==> src/rtl/mem_b.sv <==
// rtl/mem_b.sv - skewed per-lane shift-register FIFOs feeding the systolic array B columns
module mem_b #(
   parameter int BITS_AB = 8,
   parameter int DIM     = 8
) (
   input  logic                      clk,
   input  logic                      rst_n,
   input  logic                      en,
   input  logic signed [BITS_AB-1:0] Bin  [DIM-1:0],
   output logic signed [BITS_AB-1:0] Bout [DIM-1:0]
);

   // Lane i is DIM+i deep, so column i sees its operands i cycles after column 0.
   for (genvar i = 0; i < DIM; i++) begin : g_lane
      localparam int DEPTH = DIM + i;

      logic signed [BITS_AB-1:0] stage [DEPTH-1:0];

      always_ff @(posedge clk or negedge rst_n) begin
         if (!rst_n) begin
            for (int k = 0; k < DEPTH; k++) begin
               stage[k] <= '0;
            end
         end else if (en) begin
            stage[0] <= Bin[i];
            for (int k = 1; k < DEPTH; k++) begin
               stage[k] <= stage[k-1];
            end
         end
      end

      assign Bout[i] = stage[DEPTH-1];
   end

endmodule

==> config.mk <==
export PLATFORM = sky130hd
export DESIGN_NAME = mem_b
export DESIGN_NICKNAME = d
export VERILOG_FILES = /design/src/rtl/mem_b.sv
export SDC_FILE = /design/constraint.sdc
export NUM_CORES = 1
export LEC_CHECK = 0
export CORE_UTILIZATION = 54
export DETAILED_ROUTE_END_ITERATION = 8
export PLACE_DENSITY = 0.75
export RECOVER_POWER = 100
export SLEW_MARGIN = 20
export SYNTH_ARGS = -nofsm -noshare
export SYNTH_HDL_FRONTEND = slang
export SYNTH_SLANG_ARGS = --single-unit
==> constraint.sdc <==
create_clock -name clk -period 0.8 [get_ports clk]
set_input_delay 0.16 -clock clk [delete_from_list [all_inputs] [get_ports clk]]
set_output_delay 0.16 -clock clk [all_outputs]
set_load 0.02 [all_outputs]
### Word level (Yosys, flattened, before mapping)

Index checks and enable logic that the tools add are counted.

* register bits after elaboration: 736
* logic and storage cells: 92
* input bits: 67

### Depth between registers and ports, before layout

Gate-level depths: netlist (run 1).

* word-level depth: 0
* mapped depth: 5
* depth with buffers taken out: 1

### Worst setup path before layout (run 1)

Ideal clock, no wire load.

* path type: input-to-reg
* from: input en
* to: register g_lane[7].stage, in the netlist Bout[56]
* required time: 0.675 ns
* stages: 5
* path slack: -0.330 ns
* arrival time: 1.005 ns
* buffers on the path: 4
* cell sequence: buf_2 -> buf_6 -> buf_6 -> buf_6 -> mux2_4

RTL lines
* start, declared: line 8 `input logic en,`
* end signal, assigned by index: line 27 `stage[k] <= stage[k-1];`
* end, declared: line 17 `logic signed [BITS_AB-1:0] stage [DEPTH-1:0];`

No word-level cell between the ends.

### Worst setup path after layout (run 1)

* from: register g_lane[7].stage, in the netlist Bout[56]
* to: output Bout[56] (netlist name)

RTL lines
* end, declared: line 10 `output logic signed [BITS_AB-1:0] Bout [DIM-1:0]`

No word-level cell between the ends.

==> results of run 1 <==
[per-layer routing]
layer  GRT usage [%]  vias up
met1           22.89     6722
met3           3.237       70
li1                -     6048
met4           5.813        0
met5               0        -
met2           26.03      163
[cells by family (layout without fill, tap and decap cells)]
logic type	after synthesis	count (layout)	synth area share, %
muxes	736	736	30.21
DFF	736	736	65.93
buffers and inverters	146	402	3.861
[worst register-to-register path, delay by kind of cell, from the launching register on]
family	cells	cell delay, ns
buf+inv	4	0.46
mux	1	0.26
flops	1	0.44
[cells in the final DEF (no fill, tap or decap), drive strengths merged]
cell             n
clkinvlp         1
clkdlybuf4s50   64
inv              3
mux2           736
dfrtp          736
dlygate4sd3      1
clkbuf         116
clkinv          12
buf            198
bufinv           7
[sequential cells by signal, summed over array words and instances (netlist names)]
register and count:
g_lane.stage 672, Bout 64
[metrics by stage]
stage / std cells / area, sq um
floorplan: 1618 / 28010
global route: 2546 / 33350
finish: 2546 / 33350
CTS: 2541 / 33270
global placement: 2381 / 30350
detailed placement: 2381 / 30350
[power breakdown]
part / internal (mW) / leakage (nW) / switching, mW
clock network: 22.1 / 1.30 / 13.8
logic: 15.0 / 4.72 / 7.68
registers: 49.8 / 8.75 / 6.65
total: 86.9 / 14.8 / 28.2
[timing repair]
item	in CTS	in global routing
endpoints found under the hold margin	736	0
pin swaps	0	0
gates cloned	0	0
hold buffers	1	0
gates resized for setup	361	35
setup buffers	24	11
endpoints found under the setup margin	71	120
[area by class of cell]
type                            count  area (sq um)
Timing Repair Buffer              266          2999
Clock inverter                     23         326.6
Clock buffer                      113          2292
Multi-Input combinational cell    736          8476
Tap cell                          672         840.8
Fill cell                        3406         17230
Sequential cell                   736         18420
[worst paths after layout]
check / to / slack, ns / cells past startpoint
hold / removal: g_lane[1].stage[49] / 0.09 / 3
hold reg to reg: g_lane[7].stage[44] / 0.48 / 1
setup reg to reg: Bout[56] / -0.48 / 5
max in group asynchronous: g_lane[7].stage[14] / -0.12 / 4
setup / recovery: Bout[56] / -0.54 / 1
min in group asynchronous: g_lane[0].stage[50] / 0.27 / 3
==> results.md, run 1 <==
- Outcome: finished, violations left
- Failing checks: setup timing
- Main flop type after synthesis: dfrtp_1
- IO Pins: 131
- Synth area leaders: dfrtp_1 66%, mux2_2 28%, buf_4 3.3%, mux2_4 2.1%, buf_2 0.29%
- Buf/Inv on CP: 1
- Initial antenna violation count: 0
- Relative slew slack: 62.03%
- Endpoints failing setup: 711
- Hold slack final: 0.08512 ns
- CTS tree: yes
- Synthesized flop and latch total: 736
- Global-route wire length before repair: 71090 um
- Critical path startpoint: Bout[56]
- Initial Util: 55.23%
- Detailed-router iteration count before antenna repair: 4
- Critical Path Source Type: register
- Critical path required time: 0.64 ns
- Max-Cap Viols: 0
- Fin. max-slew vios: 0
- Top sig layer: met4
- Mapped Area: 27930 sq um
- CTS buffer count: 75
- Pwr Total: 115.1 mW
- Post-place setup slack: -0.4502 ns
- Asr flop ratio synth: 100.0%
- Wire length on met3: 1606 um
- Clock transition at path regs: 0.06 ns
- Total track usage: 16.48%
- Clock root cell: clkbuf_16
- Leakage: 14.76 nW
- Number of library cell types mapped by synthesis: 6
- Post-Route WL: 40880 um
- Critical-path top delay cell: dfrtp_2
- Leading area contributor after synthesis: dfrtp_1
- Grt ovf: 0
- Worst-Margin Slew: 0.5695 ns
- R2R Path Start: Bout[56]
- DR WL met2: 19650 um
- Die Area: 52640 sq um
- # rows: 82
- Final worst path period need: 1.335 ns
- Fmax: 748.9 MHz
- Area growth syn-to-layout: 19.40%
- Proportion of layout cells with a drive suffix above 1: 56.14%
- RSZ-0062 raised after global routing: yes
- Number of flops mapped to enable cells by yosys: 0
- Routed met1 length: 18790 um
- Syn nets: 1685
- Worst Setup Slack, final: -0.5353 ns
- Critical path endpoint category: output pin
- Worst skew pair latency: 0.60 ns
- TritonCTS Sinks: 736
- Hold wc startpoint: en
- Clock tree buffer depth: 3
- Final Hold Vio Count: 0
- Utilization after layout: 65.94%
- Register area share after synthesis: 65.93%
- Die Width: 229.4 um
- Gate Count Post-Synth: 1618
- Worst-path cell chain: buf_6
- PwrDens: 3450 nW/um^2
- CP max stage delay: 0.44 ns
- Largest net degree at the start of global routing: 37
- Iter 0 DRT Violations: 467
- Worst clock skew: 0.01129 ns
- Antenna-violating nets left: 0
- Synth top area share: 65.93%
- Tcrit/Tclk final: 166.9%
- Number of global-route vias before repair: 14.22k
- Top-count cell post-synth: dfrtp_1
- Worst hold path class: in2reg
- Synth Warn #: 0
- Max FO, Critical Path: 2
- CTS H-Tree Depth: 3
- Post-synth top cells: 736 x dfrtp_1, 696 x mux2_2, 124 x buf_4
- Routed wire per std cell: 16.06 um
- Avg Inst Size Synth: 17.26 sq um
- Drt drc: 0
- Gpl congestion: 0.7145
- Via count: 13.00k
- Diode count: 0
- I/O Buffers: 130
- Die height: 229.4 um
- Detail Placement HPWL: 26040 um
- Top delay family on crit path: flip-flops
- Vias per cell: 5.107
- Final nets: 1882
- Worst vdd ir: 0.002379 V
- Core area: 50580 sq um
- Total negative slack: -64.24 ns
- Worst Path Arrival: 1.18 ns
- CP Class: reg2out
Power figures use the tool's default switching activity.
==> run 2: changes to the inputs <==
--- a/config.mk
+++ b/config.mk
@@ -8,7 +8,8 @@
 export CORE_UTILIZATION = 54
 export DETAILED_ROUTE_END_ITERATION = 8
 export PLACE_DENSITY = 0.75
-export RECOVER_POWER = 100
+export RECOVER_POWER = 25
+export SKIP_CTS_REPAIR_TIMING = 1
 export SLEW_MARGIN = 20
 export SYNTH_ARGS = -nofsm -noshare
 export SYNTH_HDL_FRONTEND = slang
==> run 2 against run 1 <==
  * The flow still finishes with violations (setup timing)
  * Maximum frequency is 0.47% lower
  * Total power is 0.71% lower
  * Count of clock-buffer cells in the layout stayed put
  * Worst setup slack worse by 0.0063 ns
  * Final cell count is 0.39% lower
  * Register-to-register slack better by 0.20 ns
  * Via count is 0.18% lower
  * Sequential share of layout area is 0.22 points higher
==> results.md, run 2 (synthesized netlist as in run 1, its figures left out) <==
- Outcome: finished, violations left (unchanged)
- Failing checks: setup timing (unchanged)
- Global-route wire length before repair: 70480 um (was 71090 um)
- Relative slew slack: 61.96% (was 62.03%)
- Routed wire per std cell: 15.92 um (was 16.06 um)
- Max-Cap Viols: 0 (unchanged)
- Buf/Inv on CP: 1 (unchanged)
- Antenna-violating nets left: 0 (unchanged)
- Worst vdd ir: 0.002380 V (was 0.002379 V)
- Die Area: 52640 sq um (unchanged)
- CTS H-Tree Depth: 3 (unchanged)
- PwrDens: 3439 nW/um^2 (was 3450 nW/um^2)
- Dpl cells: 2381 (unchanged)
- # rows: 82 (unchanged)
- Total track usage: 16.34% (was 16.48%)
- TritonCTS Sinks: 736 (unchanged)
- Initial Util: 55.23% (unchanged)
- Commonest non-fill, non-tap cell in the layout: dfrtp_1 (unchanged)
- CP Class: reg2out (unchanged)
- Via count: 12.98k (was 13.00k)
- Critical Path Source Type: register (unchanged)
- Worst Path Arrival: 1.18 ns (about the same)
- Grt ovf: 0 (unchanged)
- Leakage: 14.70 nW (was 14.76 nW)
- Proportion of layout cells with a drive suffix above 1: 56.33% (was 56.14%)
- Clock root cell: clkbuf_16 (unchanged)
- Iter 0 DRT Violations: 478 (was 467)
- Top delay family on crit path: flip-flops (unchanged)
- Area growth syn-to-layout: 18.93% (was 19.40%)
- Total negative slack: -63.53 ns (was -64.24 ns)
- Number of global-route vias before repair: 14.05k (was 14.22k)
- Hold slack final: 0.08348 ns (was 0.08512 ns)
- Worst-path cell chain: buf_6 (unchanged)
- Final nets: 1872 (was 1882)
- Worst skew pair latency: 0.59 ns (was 0.60 ns)
- Final Hold Vio Count: 0 (unchanged)
- Detailed-router iteration count before antenna repair: 4 (unchanged)
- R2R Path Start: Bout[56] (unchanged)
- Biggest register: g_lane.stage (unchanged)
- Fin. max-slew vios: 0 (unchanged)
- Utilization after layout: 65.68% (was 65.94%)
- Vias per cell: 5.118 (was 5.107)
- Gpl congestion: 0.7145 (unchanged)
- Max FFs per register: 672 (unchanged)
- Post-Route WL: 40380 um (was 40880 um)
- Critical path required time: 0.64 ns (about the same)
- Filler Cells Inserted: 3415 (was 3406)
- IO Pins: 131 (unchanged)
- Initial antenna violation count: 0 (unchanged)
- Clock tree buffer depth: 3 (unchanged)
- CTS buffer count: 75 (unchanged)
- Worst Setup Slack, final: -0.5416 ns (was -0.5353 ns)
- Design area: 33220 sq um (was 33350 sq um)
- Final worst path period need: 1.342 ns (was 1.335 ns)
- Largest net degree at the start of global routing: 37 (unchanged)
- Worst-Margin Slew: 0.5705 ns (was 0.5695 ns)
- Post-place setup slack: -0.4502 ns (unchanged)
- Worst hold path class: in2reg (unchanged)
- Die height: 229.4 um (unchanged)
- Detail Placement HPWL: 26040 um (unchanged)
- RSZ-0062 raised after global routing: yes (unchanged)
- Critical path startpoint: Bout[56] (unchanged)
- Critical-path top delay cell: dfrtp_2 (unchanged)
- Max FO, Critical Path: 2 (unchanged)
- Fin cells: 2536 (was 2546)
- CP max stage delay: 0.45 ns (was 0.44 ns)
- Pwr Total: 114.2 mW (was 115.1 mW)
- DP Area: 30350 sq um (unchanged)
- CTS tree: yes (unchanged)
- Endpoints failing setup: 701 (was 711)
- Diode count: 0 (unchanged)
- I/O Buffers: 130 (unchanged)
- Drt drc: 0 (unchanged)
- Hold wc startpoint: en (unchanged)
- Die Width: 229.4 um (unchanged)
- Clock transition at path regs: 0.06 ns (about the same)
- R2R setup slack: -0.28 ns (was -0.48 ns)
- Critical path endpoint category: output pin (unchanged)
- Worst clock skew: 0.01087 ns (was 0.01129 ns)
- Fmax: 745.4 MHz (was 748.9 MHz)
- Core area: 50580 sq um (unchanged)
- Most frequent cells in the layout: 735 x dfrtp_1, 683 x mux2_2, 78 x buf_4 (was 735 x dfrtp_1, 678 x mux2_2, 86 x buf_6)
- Tcrit/Tclk final: 167.7% (was 166.9%)
[run 2: final timing paths]
kind | to | cells past startpoint
max | Bout[56] | 1
min reg2reg | g_lane[5].stage[69] | 1
max in group asynchronous | g_lane[7].stage[14] | 4
min | g_lane[1].stage[49] | 3
max reg2reg | Bout[56] | 3
min in group asynchronous | g_lane[0].stage[50] | 3
[run 2: metal layers]
metal,GRT usage (%),wire (um)
met1,22.78,18580
met2,25.72,19350
met3,3.237,1635
met4,5.708,810
met5,0,0
[run 2: tightest hold or removal path, cell delays in order]
cell,delay (ns)
buf_8,0.12
buf_12,0.19
mux2_2,0.16
[run 2: final cells by class]
class / count / area [sq um] / area share, %
flip-flops and latches: 736 / 18420 / 55.44
well taps: 672 / 840.8 / 2.531
clock inverters: 23 / 326.6 / 0.9830
clock buffers: 113 / 2292 / 6.900
repair buffers: 256 / 2856 / 8.598
multi-input cells: 736 / 8487 / 25.55
[run 2: power by group]
| part | leakage (nW) | internal [mW] | switching [mW] |
|---|---|---|---|
| Sequential | 8.75 | 49.8 | 6.57 |
| Combinational | 4.66 | 14.4 | 7.51 |
| Clock | 1.30 | 22.1 | 13.8 |
| Total | 14.7 | 86.3 | 27.9 |
